<file path="config.mk">
export PLATFORM = sky130hd
export DESIGN_NAME = ccg_bist_ctrl_flat
export DESIGN_NICKNAME = d
export VERILOG_FILES = /design/src/rtl/ccg_bist_ctrl_if.sv /design/src/rtl/ccg_bist_ctrl.sv /design/src/flat_wrapper.sv
export SDC_FILE = /design/constraint.sdc
export NUM_CORES = 1
export LEC_CHECK = 0
export ABC_CLOCK_PERIOD_IN_PS = 1700
export CAP_MARGIN = 20
export CELL_PAD_IN_SITES_DETAIL_PLACEMENT = 0
export CELL_PAD_IN_SITES_GLOBAL_PLACEMENT = 2
export CORE_UTILIZATION = 31
export DETAILED_ROUTE_END_ITERATION = 10
export HOLD_SLACK_MARGIN = 0.08
export PLACE_DENSITY_LB_ADDON = 0.3
export SETUP_SLACK_MARGIN = 0.3
export SYNTH_ARGS = -nofsm -noshare
export SYNTH_HDL_FRONTEND = slang
export SYNTH_SLANG_ARGS = --single-unit
</file>
<file path="constraint.sdc">
create_clock -name clk -period 1.7 [get_ports clk]
set_input_delay 0.425 -clock clk [delete_from_list [all_inputs] [get_ports clk]]
set_output_delay 0.425 -clock clk [all_outputs]
set_load 0.05 [all_outputs]
</file>
<file path="src/rtl/ccg_bist_ctrl_if.sv">
// Truth-table row stream from the BIST controller to its downstream consumer.
// Rows move on the cycle where valid and ready are both high.
interface ccg_bist_ctrl_if #(
  parameter int unsigned N_IN  = 5,
  parameter int unsigned N_OUT = 5
);
  logic             valid;
  logic             ready;
  logic [N_IN-1:0]  addr;
  logic [N_OUT-1:0] data;

  modport master (output valid, output addr, output data, input ready);
  modport slave  (input valid, input addr, input data, output ready);
endinterface

</file>
<file path="src/rtl/ccg_bist_ctrl.sv">
// Exhaustive sweep engine for a combinational CUT: applies every input vector,
// streams each sampled response as a truth-table row and compacts them in a MISR.
module ccg_bist_ctrl #(
  parameter int unsigned      N_IN   = 5,
  parameter int unsigned      N_OUT  = 5,
  parameter int unsigned      SETTLE = 1,
  parameter logic [N_OUT-1:0] POLY   = N_OUT'(5'b00101)
) (
  input  logic               clk,
  input  logic               rst,
  input  logic               start,
  output logic [N_IN-1:0]    cut_x,
  input  logic [N_OUT-1:0]   cut_f,
  output logic               busy,
  output logic               done,
  output logic [N_OUT-1:0]   signature,
  ccg_bist_ctrl_if.master    tt
);

  localparam int unsigned     VecW    = N_IN + 1;
  localparam int unsigned     CntW    = 8;
  localparam logic [VecW-1:0] LastVec = VecW'(2 ** N_IN - 1);

  typedef enum logic [2:0] {StIdle, StApply, StSettle, StCapture, StDone} state_e;

  state_e           state;
  logic [VecW-1:0]  vec;
  logic [VecW-1:0]  vec_inc;
  logic [N_OUT-1:0] misr;
  logic [N_OUT-1:0] misr_nxt;
  logic [CntW-1:0]  cnt;
  logic             capture_en;

  assign vec_inc  = vec + 1'b1;
  assign misr_nxt = {misr[N_OUT-2:0], 1'b0} ^ (misr[N_OUT-1] ? POLY : '0) ^ cut_f;

  // The edge that enters CAPTURE is the only one that samples cut_f.
  assign capture_en = ((state == StApply) && (SETTLE == 0)) ||
                      ((state == StSettle) && (cnt <= CntW'(1)));

  always_ff @(posedge clk or posedge rst) begin
    if (rst) begin
      state     <= StIdle;
      vec       <= '0;
      misr      <= '0;
      cnt       <= '0;
      cut_x     <= '0;
      busy      <= 1'b0;
      done      <= 1'b0;
      signature <= '0;
      tt.valid  <= 1'b0;
      tt.addr   <= '0;
      tt.data   <= '0;
    end else begin
      unique case (state)
        StIdle: begin
          if (start) begin
            vec   <= '0;
            misr  <= '0;
            cut_x <= '0;
            busy  <= 1'b1;
            state <= StApply;
          end
        end
        StApply: begin
          cnt   <= CntW'(SETTLE);
          state <= (SETTLE == 0) ? StCapture : StSettle;
        end
        StSettle: begin
          if (capture_en) begin
            state <= StCapture;
          end else begin
            cnt <= cnt - 1'b1;
          end
        end
        StCapture: begin
          if (tt.ready) begin
            tt.valid <= 1'b0;
            if (vec == LastVec) begin
              // misr already includes this row from its capture edge.
              signature <= misr;
              busy      <= 1'b0;
              done      <= 1'b1;
              state     <= StDone;
            end else begin
              vec   <= vec_inc;
              cut_x <= vec_inc[N_IN-1:0];
              state <= StApply;
            end
          end
        end
        StDone: begin
          done  <= 1'b0;
          state <= StIdle;
        end
        default: state <= StIdle;
      endcase

      if (capture_en) begin
        tt.valid <= 1'b1;
        tt.addr  <= vec[N_IN-1:0];
        tt.data  <= cut_f;
        misr     <= misr_nxt;
      end
    end
  end

endmodule
</file>
<file path="src/flat_wrapper.sv">
// flat-port wrapper written by rule: the top's interface ports become plain ports
module ccg_bist_ctrl_flat 
#(
  parameter int unsigned      N_IN   = 5,
  parameter int unsigned      N_OUT  = 5,
  parameter int unsigned      SETTLE = 1,
  parameter logic [N_OUT-1:0] POLY   = N_OUT'(5'b00101)
)
  (clk, rst, start, cut_x, cut_f, busy, done, signature, tt_valid, tt_addr, tt_data, tt_ready);
  ccg_bist_ctrl_if #(.N_IN(N_IN), .N_OUT(N_OUT)) tt_i ();
  input  logic clk;
  input  logic rst;
  input  logic start;
  output logic [N_IN-1:0] cut_x;
  input  logic [N_OUT-1:0] cut_f;
  output logic busy;
  output logic done;
  output logic [N_OUT-1:0] signature;
  output wire logic [$bits(tt_i.valid)-1:0] tt_valid;
  output wire logic [$bits(tt_i.addr)-1:0] tt_addr;
  output wire logic [$bits(tt_i.data)-1:0] tt_data;
  input wire logic [$bits(tt_i.ready)-1:0] tt_ready;
  assign tt_valid = tt_i.valid;
  assign tt_addr = tt_i.addr;
  assign tt_data = tt_i.data;
  assign tt_i.ready = tt_ready;
  ccg_bist_ctrl #(.N_IN(N_IN), .N_OUT(N_OUT), .SETTLE(SETTLE), .POLY(POLY)) u_core (.clk(clk), .rst(rst), .start(start), .cut_x(cut_x), .cut_f(cut_f), .busy(busy), .done(done), .signature(signature), .tt(tt_i));
endmodule
</file>
== After elaboration in Yosys (flattened, before gate mapping) ==
Index checks and enable logic that the tools add are counted.
Storage, ports and cells
  input port bits: 9
  register bits after elaboration: 45
  output and inout bits: 23
  logic and storage cells: 72
Operators by class
  reductions and logical operators: 17
  bitwise gates (word level): 2
  eq/ne operators: 11
  muxes and demuxes: 28
  $add $sub $neg: 2
  $lt $le $gt $ge: 1
Operators with widths (number)
  $mux W5: 5
  $mux W6: 3
  $pmux W8 S2: 1
  $mux W3: 5
  $reduce_bool A2 Y1: 7
  $pmux W3 S4: 1
  $pmux W6 S2: 1
  $pmux W5 S2: 1
  $xor A5 B5 Y5: 2
  $reduce_and A3 Y1: 3
  $le A8 B1 Y1 const B: 1
  $mux W1: 8
  $mux W8: 1
  $ne A2 B2 Y1 const B: 4
  $reduce_and A4 Y1: 2
  $sub A8 B1 Y8 const B: 1
  $add A6 B1 Y6 const B: 1
  $eq A3 B2 Y1 const B: 2
  $eq A6 B5 Y1 const B: 1
  $reduce_and A2 Y1: 3
  $ne A2 B1 Y1 const B: 2
  $pmux W1 S2: 2
  $eq A3 B1 Y1 const B: 1
  $eq A3 B3 Y1 const B: 1
  other kinds (2): 2

== Logic depth before layout (Yosys ltp) ==
  word-level depth: 4
  gate-level depth with buffers: 7
  depth with buffers taken out: 6

== Worst setup path after synthesis ==
No wires, ideal clock.
  path kind: register to register
  start: reg u_core.cnt[0]
  end: reg u_core.tt.addr[0]
  library setup time: 125 ps
  required time: 1575 ps
  period minus slack after synthesis: 1770 ps
  path slack: -70 ps
  data arrival time: 1645 ps
  stages on the path, launching flop included: 7
  buffers on the path: 1
  path through: dfrtp_1 inv_1 ha_1 o21bai_1 nand4b_1 buf_2 mux2_2
Between the ends
  longest elaborated chain between the ends: 2
RTL lines
  start, declared: RTL line ccg_bist_ctrl.sv:31  | logic [CntW-1:0] cnt;
  start signal, assigned: RTL line ccg_bist_ctrl.sv:66  | cnt <= CntW'(SETTLE);
  start signal, assigned: RTL line ccg_bist_ctrl.sv:73  | cnt <= cnt - 1'b1;
  $le A8 B1 Y1: RTL line ccg_bist_ctrl.sv:39  | ((state == StSettle) && (cnt <= CntW'(1)));
  $logic_and A1 B1 Y1: RTL line ccg_bist_ctrl.sv:39
  end signal, assigned: RTL line ccg_bist_ctrl.sv:101  | tt.addr <= vec[N_IN-1:0];
  end, declared: RTL line ccg_bist_ctrl_if.sv:12  | modport master (output valid, output addr, output data, input ready);
No other way between the ends.
A chain may end at the register's enable or synchronous reset.

== Worst setup path in the final report ==
  start: reg u_core.cnt[0]
  end: reg u_core.cnt[1]
Between the ends
  longest elaborated chain between the ends: 4
  elaborated cells on any way between the ends: 7
  those cells by class: 1 x add/sub; 1 x order compare; 1 x eq/ne; 2 x mux; 2 x reduce/logical
RTL lines (RTL line)
  $le A8 B1 Y1: ccg_bist_ctrl.sv:39
  $logic_and A1 B1 Y1: ccg_bist_ctrl.sv:39
  $ne A2 B2 Y1 (no line)
  $reduce_and A2 Y1 (no line)
Parallel ways exist; a longest one is shown, timed or not. The select of a mux whose other input is x is not followed.

==> results.md <==
Routing:
- The count of antenna-violating nets left after detailed routing is 0.
- The number of optimization iterations in the first detailed-route pass is 4.
- After detailed routing, the number of vias per cell comes to 5.07.
- In the routed design, unresolved DRC markers number 0.
- The total wirelength of the detailed-routed design is 5.55 mm.
- The first-iteration detailed-routing DRC count is 110.
- The post-detailed-route wirelength per cell is 16.1 um.
- The total number of vias is 1748.

Clocking:
- The clock sink total is 40.
- The number of hold buffers added after CTS was 0.
- The clock root buffer master is clkbuf_8.
- The number of H-tree levels is 2.
- For the worst-skew pair, the clock arrives at the later sink with an insertion delay of 0.30 ns.
- The total clock buffers created by CTS is 5.
- The buffer depth of the longest clock path is 2.
- The clock-pin slew on the worst setup and hold paths is 0.08 ns.
- The CTS tree is built.

Die:
- In this run the horizontal extent of the chip is 81.7 um.
- The number of ports placed on the die boundary is 32.
- The initial utilization of the core area, before any placement, comes to 32.6%.
- The floorplan step defined a die boundary enclosing 0.00667 sq mm.
- In this run the core area contains 28 standard-cell rows.
- The die outline height is 81.7 um.
- The core box area is 0.00603 sq mm.

Global route:
- The number of antenna violations at the first check in global routing was 0.
- The total grt overflow is 0.
- The global-route wire length before repair is 8.45 mm.
- Entering global routing, the biggest net connects 41 pins.
- The via count of the first global-routing pass is 1783.
- The global-route usage over all layers is 17.3%.

Finish:
- The post-route netlist has 61.5% of its cells at a drive strength greater than 1.
- The library cell used most frequently in the layout, excluding fill and tap cells, is buf_4.
- The final standard cell count with taps included and fillers excluded is 345.
- At the end of the flow, the number of nets in the layout was 281.
- Counting the fill cells in the layout gives 495.
- The antenna cell count is 0.
- The share of the core filled with cells in the final layout is 55.5%.
- In the final layout, flip-flops and latches occupy 0.00100 sq mm.
- Summing all multi-input logic gate instances after layout gives 0.00112 sq mm.
- Leaving out fill and tap cells, the most frequent cells in the layout are 58 x buf_4, 37 x dfrtp_1, 18 x buf_6.
- Relative to the synthesized area, the layout overhead comes to 69.9%.

Setup path:
- Of all nets on the critical path, the largest fanout is 4.
- The arrival time of the worst setup path is 1.98 ns.
- The setup path with the least slack is of type reg2reg.
- The required time at the endpoint of the critical path is 1.92 ns.
- The worst setup path is captured at a flop.
- The worst setup path is launched from a flop.

STA:
- The count of final hold-check violations is 0.
- On the final layout, the worst clock skew is 0.00674 ns.
- The number of pins exceeding their max-slew limit in the final report came to 0.
- The actual transition at the worst max-transition pin is 0.388 ns.
- Derived from the worst setup path, the maximum achievable clock frequency is 0.568 GHz.
- The number of endpoints failing setup at the final stage is 18.
- Setup repair after global routing could not meet its margin everywhere.
- Headroom to the max-slew limit came out at 74.1%.
- In the post-route analysis, the smallest setup slack over all paths is -0.0605 ns.
- The routed design could run at a clock period as short as 1.76 ns.
- In the finished design, the share of the clock period the worst path needs comes to 104%.

Placed design:
- Once detailed placement completed, the half-perimeter wirelength came to 3.42 mm.
- Before CTS, the worst setup slack after placement is -0.409 ns.
- The quantity of I/O buffers inserted on ports is 31.
- The final weighted congestion of routability-driven global placement is 0.785.
- The cell count after placement is 305.

Pwr:
- Per report_power, the combinational group accounts for 64.5% of the total.
- The part of the total power dissipated in the clock network is 11.0%.
- The fraction of power spent switching nets is 42.5%.
- The analysis attributes to net switching a power of 2680 uW.
- The share of total power dissipated in sequential elements is 24.6%.
- Across the VDD grid, the largest voltage drop is 0.00105 V.
- The leakage power figure is 0.00153 uW.
- The design internal power is 3630 uW.
- The power per unit of standard cell area is 1890 mW/mm^2.

Yosys:
- Summing every instance area after synthesis gives 0.00197 sq mm.
- Of the synthesized area, sequential elements account for 50.9%.
- The total nets after synthesis is 187.
- In this run, synthesis inferred 0 flip-flops with an integrated enable.
- Each instance of the synthesized netlist takes up on average 11.2 sq um.
- Counting every instance in the synthesized netlist gives 175.
- The post-synthesis cell type count is 49.
- The total of warnings raised by yosys is 0.
- After synthesis, the share of flip-flops with an asynchronous set or reset is 100%.
- In the synthesized netlist the dominant register cell turns out to be dfrtp_1.
- In this run, synthesis produced a sequential element count of 40.

Status:
- The checks that failed: negative setup slack.
- The run finished, with violations left.

Min path:
- The min-delay analysis places its worst path in the category in2async.

Run:
- The number of violations of the max-capacitance limit is 0.
synth_stat cells (2+ instances only):
cell	n	area, sq um
and3_1	2	12.5
buf_4	7	52.6
nand2b_1	2	12.5
dfrtp_1	40	1000
or4_1	2	15.0
nand3b_1	2	15.0
nor3_1	4	20.0
inv_1	7	26.3
ha_1	3	37.5
nor4_1	4	25.0
buf_2	2	10.0
mux2_2	15	169
o21ai_0	10	50.1
o31ai_1	5	37.5
or3_2	2	15.0
nand3_1	8	40.0
xnor2_1	7	61.3
nand2_1	13	48.8
or4_2	2	17.5
nor2_1	6	22.5
a21oi_1	4	20.0
worst max-delay path: stages, from the launching register on:
cell      delay [ns]
dfrtp_1         0.40
inv_2           0.07
ha_4            0.17
o21bai_4        0.18
o31ai_4         0.11
buf_6           0.15
or4b_4          0.47
a21oi_2         0.15
cell families (layout without fill, tap and decap cells):
| group | after synthesis | count (layout) | share of synthesized area (%) |
|---|---|---|---|
| AO/OA/AOI/OAI | 33 | 33 | 11.8 |
| adder cells (fa/ha/maj) | 3 | 3 | 1.91 |
| AND/OR/NAND/NOR | 57 | 57 | 17.4 |
| multiplexers | 16 | 16 | 9.10 |
| flip-flops | 40 | 40 | 50.9 |
| XOR/XNOR | 8 | 8 | 3.56 |
| buffers and inverters | 18 | 113 | 5.28 |
layer usage:
layer,vias to the layer above,global-route usage [%],routed length [um]
met5,-,0,0
met4,0,7.19,95
met3,9,4.44,232
met2,38,28.9,2890
met1,880,21.2,2330
li1,821,-,-
metrics by stage:
stage                     hold slack, ns  total power (uW)  TNS (ns)  instance area (sq um)
final                              0.471              6310    -0.671                   3340
after global routing               0.500              6670     -1.88                   3340
after CTS                          0.483              5820    -0.396                   3120
after detailed placement           0.464              4570     -4.43                   2750
after global placement             0.471              4480     -3.40                   2750
after floorplan                    0.520              3500         0                   2080
area by class of cell:
cell class	count	share of cell area [%]
tap	75	2.81
clock buffer	6	2.47
multi-input combinational	117	33.7
sequential	40	30.1
clock inverter	2	0.449
timing repair buffer	98	29.8
inverter	7	0.786
final timing paths:
path	start	to	slack, ns	cells after the start
worst max-delay path	u_core.cnt[0]$_DFFE_PP0P_	u_core.cnt[1]$_DFFE_PP0P_	-0.06	7
worst min-delay path	rst	u_core.busy$_DFFE_PP0P_	0.47	3
worst max register to register	u_core.cnt[0]$_DFFE_PP0P_	u_core.cnt[1]$_DFFE_PP0P_	-0.06	7
worst min register to register	u_core.tt.valid$_DFFE_PP0P_	u_core.tt.valid$_DFFE_PP0P_	0.49	2
max in group asynchronous	rst	u_core.cnt[2]$_DFFE_PP0P_	1.00	3
min in group clk	u_core.tt.valid$_DFFE_PP0P_	u_core.tt.valid$_DFFE_PP0P_	0.49	2
repair_timing:
| action | CTS | global route |
|---|---|---|
| gates resized for setup | 37 | 31 |
| pin swaps | 19 | 16 |
| setup buffers | 19 | 13 |
| setup endpoints to repair | 44 | 44 |
| gates cloned | 0 | 0 |
power by group through the flow:
stage	Sequential, uW	Combinational (uW)	Clock, uW
detailed placement	1550	3020	0
global placement	1530	2950	0
CTS	1540	3560	720
finish	1550	4070	691
global route	1600	4310	758
floorplan	1950	1560	0
sequential cells by signal (all words and copies together) (netlist names):
register          flops
u_core.signature      5
u_core.done           1
u_core.busy           1
u_core.state          3
u_core.misr           5
u_core.tt.valid       1
u_core.vec            6
u_core.tt.data        5
u_core.cnt            8
u_core.tt.addr        5
(Power assumes the default switching activity.)
